`src/rtl/ifu_pkg.sv`:
```
// Shared types and constants for the instruction fetch unit.
package ifu_pkg;

  typedef enum logic [1:0] {
    IDLE   = 2'd0,
    RUN    = 2'd1,
    HALTED = 2'd2
  } ifu_state_e;

  // Fetching this word ends the program when HALT_ON_ZERO is set.
  localparam int HALT_WORD = 0;

endpackage

```
`src/rtl/ifu_if.sv`:
```
// Control, program-write and instruction-stream signals of the fetch unit.
// The master side is the loader/decode environment; the slave side is the fetch unit.
interface ifu_if #(
  parameter int INSTR_W = 32,
  parameter int ADDR_W  = 5,
  parameter int CNT_W   = 16
);
  logic               start;
  logic [ADDR_W-1:0]  start_pc;
  logic               enable;
  logic               out_ready;
  logic               instr_valid;
  logic [INSTR_W-1:0] instruction;
  logic [ADDR_W-1:0]  instr_pc;
  logic               redirect;
  logic [ADDR_W-1:0]  redirect_pc;
  logic               wr_en;
  logic [ADDR_W-1:0]  wr_addr;
  logic [INSTR_W-1:0] wr_data;
  logic               busy;
  logic               halted;
  logic [CNT_W-1:0]   fetch_count;

  modport master (
    output start, start_pc, enable, out_ready, redirect, redirect_pc,
           wr_en, wr_addr, wr_data,
    input  instr_valid, instruction, instr_pc, busy, halted, fetch_count
  );

  modport slave (
    input  start, start_pc, enable, out_ready, redirect, redirect_pc,
           wr_en, wr_addr, wr_data,
    output instr_valid, instruction, instr_pc, busy, halted, fetch_count
  );
endinterface

```
`src/rtl/ifu_imem.sv`:
```
// Program memory: synchronous write, combinational read, zero-filled at elaboration.
module ifu_imem #(
  parameter int INSTR_W = 32,
  parameter int DEPTH   = 32,
  parameter int ADDR_W  = $clog2(DEPTH)
) (
  input  logic               clk,
  input  logic               we,
  input  logic [ADDR_W-1:0]  waddr,
  input  logic [INSTR_W-1:0] wdata,
  input  logic [ADDR_W-1:0]  raddr,
  output logic [INSTR_W-1:0] rdata
);

  // Contents deliberately survive reset so a program can be rerun after one.
  logic [INSTR_W-1:0] mem [DEPTH] = '{default: '0};

  always_ff @(posedge clk) begin
    if (we) mem[waddr] <= wdata;
  end

  assign rdata = mem[raddr];

endmodule

```
`src/rtl/instruction_fetch_unit.sv`:
```
// Fetch stage: walks a PC through a writable program memory and streams one
// registered instruction per cycle over a valid/ready handshake.
module instruction_fetch_unit #(
  parameter int INSTR_W      = 32,
  parameter int DEPTH        = 32,
  parameter int ADDR_W       = $clog2(DEPTH),
  parameter int CNT_W        = 16,
  parameter bit HALT_ON_ZERO = 1'b1,
  parameter bit WRAP         = 1'b1
) (
  input logic  clk,
  input logic  reset,
  ifu_if.slave bus
);
  import ifu_pkg::*;

  ifu_state_e         state_q, state_d;
  logic [ADDR_W-1:0]  pc_q, pc_d;
  logic [ADDR_W-1:0]  ipc_q, ipc_d;
  logic               valid_q, valid_d;
  logic [INSTR_W-1:0] instr_q, instr_d;
  logic [CNT_W-1:0]   cnt_q, cnt_d;
  logic [INSTR_W-1:0] rd_data;
  logic               is_run, redir, fetch, accept, mem_we;

  assign is_run = (state_q == RUN);
  assign redir  = is_run && bus.redirect;
  assign fetch  = is_run && bus.enable && !bus.redirect && (!valid_q || bus.out_ready);
  // A word presented during a redirect is flushed, so it never counts as delivered.
  assign accept = valid_q && bus.out_ready && !redir;
  assign mem_we = bus.wr_en && !is_run;

  ifu_imem #(
    .INSTR_W (INSTR_W),
    .DEPTH   (DEPTH),
    .ADDR_W  (ADDR_W)
  ) u_imem (
    .clk   (clk),
    .we    (mem_we),
    .waddr (bus.wr_addr),
    .wdata (bus.wr_data),
    .raddr (pc_q),
    .rdata (rd_data)
  );

  always_comb begin
    state_d = state_q;
    pc_d    = pc_q;
    ipc_d   = ipc_q;
    valid_d = valid_q;
    instr_d = instr_q;
    cnt_d   = cnt_q;

    if (!is_run && bus.start) begin
      state_d = RUN;
      pc_d    = bus.start_pc;
      valid_d = 1'b0;
      instr_d = '0;
      cnt_d   = '0;
    end else begin
      if (accept && (cnt_q != '1)) cnt_d = cnt_q + CNT_W'(1);

      if (redir) begin
        pc_d    = bus.redirect_pc;
        valid_d = 1'b0;
        instr_d = '0;
      end else if (fetch) begin
        if (HALT_ON_ZERO && (rd_data == INSTR_W'(HALT_WORD))) begin
          // PC stays on the terminating word's address.
          state_d = HALTED;
          valid_d = 1'b0;
          instr_d = '0;
        end else begin
          instr_d = rd_data;
          ipc_d   = pc_q;
          valid_d = 1'b1;
          pc_d    = pc_q + ADDR_W'(1);
          if (!WRAP && (pc_q == ADDR_W'(DEPTH - 1))) state_d = HALTED;
        end
      end else if (accept) begin
        valid_d = 1'b0;
        instr_d = '0;
      end
    end
  end

  always_ff @(posedge clk or negedge reset) begin
    if (!reset) begin
      state_q <= IDLE;
      pc_q    <= '0;
      ipc_q   <= '0;
      valid_q <= 1'b0;
      instr_q <= '0;
      cnt_q   <= '0;
    end else begin
      state_q <= state_d;
      pc_q    <= pc_d;
      ipc_q   <= ipc_d;
      valid_q <= valid_d;
      instr_q <= instr_d;
      cnt_q   <= cnt_d;
    end
  end

  assign bus.instr_valid = valid_q;
  assign bus.instruction = instr_q;
  assign bus.instr_pc    = ipc_q;
  assign bus.busy        = (state_q == RUN);
  assign bus.halted      = (state_q == HALTED);
  assign bus.fetch_count = cnt_q;

endmodule

```
`src/flat_wrapper.sv`:
```
// flat-port wrapper written by rule: the top's interface ports become plain ports
module instruction_fetch_unit_flat import ifu_pkg::*;
#(
  parameter int INSTR_W      = 32,
  parameter int DEPTH        = 32,
  parameter int ADDR_W       = $clog2(DEPTH),
  parameter int CNT_W        = 16,
  parameter bit HALT_ON_ZERO = 1'b1,
  parameter bit WRAP         = 1'b1
)
  (clk, reset, bus_start, bus_start_pc, bus_enable, bus_out_ready, bus_redirect, bus_redirect_pc, bus_wr_en, bus_wr_addr, bus_wr_data, bus_instr_valid, bus_instruction, bus_instr_pc, bus_busy, bus_halted, bus_fetch_count);
  ifu_if #(.INSTR_W(INSTR_W), .ADDR_W(ADDR_W), .CNT_W(CNT_W)) bus_i ();
  input logic clk;
  input logic reset;
  input wire logic [$bits(bus_i.start)-1:0] bus_start;
  input wire logic [$bits(bus_i.start_pc)-1:0] bus_start_pc;
  input wire logic [$bits(bus_i.enable)-1:0] bus_enable;
  input wire logic [$bits(bus_i.out_ready)-1:0] bus_out_ready;
  input wire logic [$bits(bus_i.redirect)-1:0] bus_redirect;
  input wire logic [$bits(bus_i.redirect_pc)-1:0] bus_redirect_pc;
  input wire logic [$bits(bus_i.wr_en)-1:0] bus_wr_en;
  input wire logic [$bits(bus_i.wr_addr)-1:0] bus_wr_addr;
  input wire logic [$bits(bus_i.wr_data)-1:0] bus_wr_data;
  output wire logic [$bits(bus_i.instr_valid)-1:0] bus_instr_valid;
  output wire logic [$bits(bus_i.instruction)-1:0] bus_instruction;
  output wire logic [$bits(bus_i.instr_pc)-1:0] bus_instr_pc;
  output wire logic [$bits(bus_i.busy)-1:0] bus_busy;
  output wire logic [$bits(bus_i.halted)-1:0] bus_halted;
  output wire logic [$bits(bus_i.fetch_count)-1:0] bus_fetch_count;
  assign bus_i.start = bus_start;
  assign bus_i.start_pc = bus_start_pc;
  assign bus_i.enable = bus_enable;
  assign bus_i.out_ready = bus_out_ready;
  assign bus_i.redirect = bus_redirect;
  assign bus_i.redirect_pc = bus_redirect_pc;
  assign bus_i.wr_en = bus_wr_en;
  assign bus_i.wr_addr = bus_wr_addr;
  assign bus_i.wr_data = bus_wr_data;
  assign bus_instr_valid = bus_i.instr_valid;
  assign bus_instruction = bus_i.instruction;
  assign bus_instr_pc = bus_i.instr_pc;
  assign bus_busy = bus_i.busy;
  assign bus_halted = bus_i.halted;
  assign bus_fetch_count = bus_i.fetch_count;
  instruction_fetch_unit #(.INSTR_W(INSTR_W), .DEPTH(DEPTH), .ADDR_W(ADDR_W), .CNT_W(CNT_W), .HALT_ON_ZERO(HALT_ON_ZERO), .WRAP(WRAP)) u_core (.clk(clk), .reset(reset), .bus(bus_i));
endmodule
```
`config.mk`:
```
export PLATFORM = sky130hd
export DESIGN_NAME = instruction_fetch_unit_flat
export DESIGN_NICKNAME = d
export VERILOG_FILES = /design/src/rtl/ifu_pkg.sv /design/src/rtl/ifu_if.sv /design/src/rtl/ifu_imem.sv /design/src/rtl/instruction_fetch_unit.sv /design/src/flat_wrapper.sv
export SDC_FILE = /design/constraint.sdc
export NUM_CORES = 1
export LEC_CHECK = 0
export BUFFER_PORTS_ARGS = -buffer_cell sky130_fd_sc_hd__buf_2
export CAP_MARGIN = 30
export CORE_MARGIN = 2
export CORE_UTILIZATION = 40
export DETAILED_ROUTE_END_ITERATION = 10
export GPL_TIMING_DRIVEN = 1
export HOLD_SLACK_MARGIN = 0.1
export PLACE_DENSITY = 0.52
export SYNTH_ARGS = -nofsm -noshare
export SYNTH_HDL_FRONTEND = slang
export SYNTH_SLANG_ARGS = --single-unit
```
`constraint.sdc`:
```
create_clock -name clk -period 9.2 [get_ports clk]
set_clock_uncertainty 0.1 [all_clocks]
set_input_delay 2.76 -clock clk [delete_from_list [all_inputs] [get_ports clk]]
set_output_delay 2.76 -clock clk [all_outputs]
set_load 0.05 [all_outputs]
```
==> flow_summary.yaml <==
run_status:
  status: "complete, no violations"
route:
  wl_met1_mm: 48.3
  first_iter_violations: 2378
  wl_mm: 115
  wl_met2_mm: 56.7
  wl_per_cell_um: 31.6
  drc: 0
  wl_met3_mm: 6.23
  highest_layer: "met4"
  vias_per_cell: 5.79
  antenna_left: 0
  num_vias: 21000
  firstDrtPassIters: 7
yosys:
  synth_seq_cells: 1085
  syn_inst: 1982
  synth_edf_count: 1024
  synth_area_leaders: "edfxtp_1 74%, mux4_2 11%, dfrtp_1 3.7%, mux2i_1 2.7%, a22oi_1 1.1%"
  synth_seq_area_share: 0.777
  synth_top_area_cell: "edfxtp_1"
  synthArstFlopShare: 0.0562
  synthFlopType: "edfxtp_1"
  yosys_warnings: 0
  synth_top_area_frac: 0.740
  syn-cell-area_um2: 41500
  synth.distinct_cells: 56
  syn-num-nets: 2038
  syn_avg_cell_area_um2: 21.0
power_and_ir_drop:
  leakagePower_nw: 15.3
  power_density_nw_per_um2: 233
  peakVddDrop_uv: 152
setup_path:
  cp_max_fo: 47
  cp.required_ns: 9.67
  start_kind: "register"
  cp-end-kind: "register"
  path_class: "register to register"
  arrival_ns: 5.64
sta:
  rsz0062_at_grt: "no"
  final-max-slew-violation-count: 0
  hold_viol: 0
  finalCriticalPeriod_ns: 5.17
  fin_tns_setup_ns: 0
  slew_headroom: 0.293
  period_share: 0.562
  worstMarginPinSlew_ns: 1.06
  fmax_ghz: 0.193
  setup_viol: 0
  whs_ns: 0.375
placed_design:
  hpwlAfterDp_mm: 62.7
  gp_congestion: 0.817
  io_buffers: 109
floorplanning:
  die-height_um: 326
  rows: 118
  core_area_um2: 103000
  die-width_um: 326
  dieArea_um2: 106000
  io_pins: 110
  initial_core_util: 0.402
clock_tree:
  cts_hold_buf: 0
  ctsResizeCount: 0
  cts_tree: "done"
  cts_setup_buffers: 0
  ctsHtreeMaxLevel: 3
  cts-root-buf: "clkbuf_16"
  cts_buffer_depth: 3
  cts.clk_slew.worst_paths_ns: 0.06
  clock_latency_ns: 0.70
  cts.sinks: 1085
  cts_buffers: 113
global_route:
  track_usage: 0.215
  grt_overflow_total: 0
  grt_pass1_vias: 21600
  antenna_found_initial: 6
  grt_max_degree: 77
  grt_first_pass_wirelength_mm: 164
cells_and_area:
  utilization: 0.460
  layout-drive-gt1-share: 0.261
  nets: 2206
  area_growth_pct: 14.4
hold_path:
  hp-class: "register to register"
job:
  cap_violations: 0
-- synthesized netlist by cell type (7+ instances only) --
cell type / n
edfxtp_1: 1024
mux4_2: 194
mux2i_1: 111
nor2_1: 68
a22oi_1: 62
dfrtp_1: 61
clkbuf_1: 54
nand2_1: 53
a21oi_1: 30
o221ai_1: 30
a22o_1: 27
buf_2: 25
o22ai_1: 24
mux2_2: 20
o21ai_0: 19
a211oi_1: 17
nand3_1: 17
a32o_1: 14
buf_4: 14
buf_6: 11
a221oi_1: 10
nand4_1: 10
xor2_1: 10
buf_1: 9
a211o_1: 7
-- cells in the final DEF (no fill, tap or decap), types with 6 or more instances in the layout --
cell type,n
a211o_1,7
nand3_1,16
a21oi_1,30
nand4_1,10
a221oi_1,10
clkbuf_1,28
xor2_1,10
nand2_1,53
a22o_1,27
clkinv_1,24
o21ai_0,19
o22ai_1,24
o221ai_1,30
nor2_4,34
edfxtp_1,1024
bufinv_16,8
dfrtp_1,57
a32o_1,14
or3_1,6
mux2i_1,111
nor2_1,34
mux2_2,20
a211oi_1,17
clkinv_2,22
buf_2,108
clkbuf_16,115
and3_1,6
mux4_2,194
buf_4,55
a22oi_1,62
-- metal layers --
metal,vias up,global-route usage
met5,-,0
met3,211,0.0308
met4,0,0.0645
met2,700,0.358
li1,8652,-
met1,11400,0.296
-- per-stage QoR --
stage | std cells | worst slack, ns | instance area, um^2 | total power [mW]
final | 3622 | 4.03 | 47500 | 11.1
after global routing | 3622 | 3.72 | 47500 | 11.4
after CTS | 3620 | 3.99 | 47500 | 11.2
after detailed placement | 3414 | 3.87 | 44000 | 6.81
after global placement | 3414 | 3.89 | 44000 | 6.80
after floorplan | 1982 | 4.00 | 41500 | 6.35
-- state kept, by name (all words and copies together) (netlist names) --
name,count
u_core.bus.fetch_count,16
u_core.u_imem.mem,1024
u_core.bus.instr_pc,5
u_core.bus.instruction,32
u_core.state_q,2
u_core.bus.instr_valid,1
u_core.pc_q,5
-- layout make-up --
class,count,area [um^2]
Antenna cell,1,2.50
Clock buffer,146,3020
Clock inverter,60,489
Fill cell,8615,55700
Inverter,3,11.3
Multi-Input combinational cell,781,8950
Sequential cell,1085,32300
Tap cell,1380,1730
Timing Repair Buffer,166,1020
-- cell families after synthesis --
logic type               count (synthesis)  share of synthesized area
adder cells (fa/ha/maj)                  2                   0.000602
buffers and inverters                  116                     0.0145
flip-flops                            1085                      0.777
XOR/XNOR                                14                    0.00295
multiplexers                           326                      0.138
AND/OR/NAND/NOR                        181                     0.0203
AO/OA/AOI/OAI                          258                     0.0469
-- critical path, stage by stage (launching register included) --
cell and delay, ns:
dfrtp_4 1.00, buf_4 0.71, mux4_2 0.41, a22o_1 0.22, a2111o_1 0.39, a222oi_1 0.75, nand4_1 0.24, nor4_4 0.28
a21o_4 0.41, mux2_2 0.39
-- final timing paths --
| path | startpoint | endpoint | slack (ns) | cells past startpoint |
|---|---|---|---|---|
| max reg2reg | u_core.pc_q[1] | u_core.bus.instr_pc[0] | 4.03 | 9 |
| min in group asynchronous | reset | u_core.bus.instruction[29] | 1.79 | 1 |
| max | u_core.pc_q[1] | u_core.bus.instr_pc[0] | 4.03 | 9 |
| max in group asynchronous | reset | u_core.bus.instruction[16] | 6.61 | 2 |
| min | u_core.bus.instruction[15] | u_core.bus.instruction[15] | 0.38 | 2 |
| min reg2reg | u_core.bus.instruction[15] | u_core.bus.instruction[15] | 0.38 | 2 |
-- power by group --
part | switching [mW] | internal, mW | leakage [nW]
sequential | 0.0966 | 5.44 | 10.0
clock | 1.85 | 2.52 | 1.72
combinational | 0.740 | 0.413 | 3.60
total | 2.69 | 8.38 | 15.3
No activity file was read; power rests on OpenSTA's default activity.
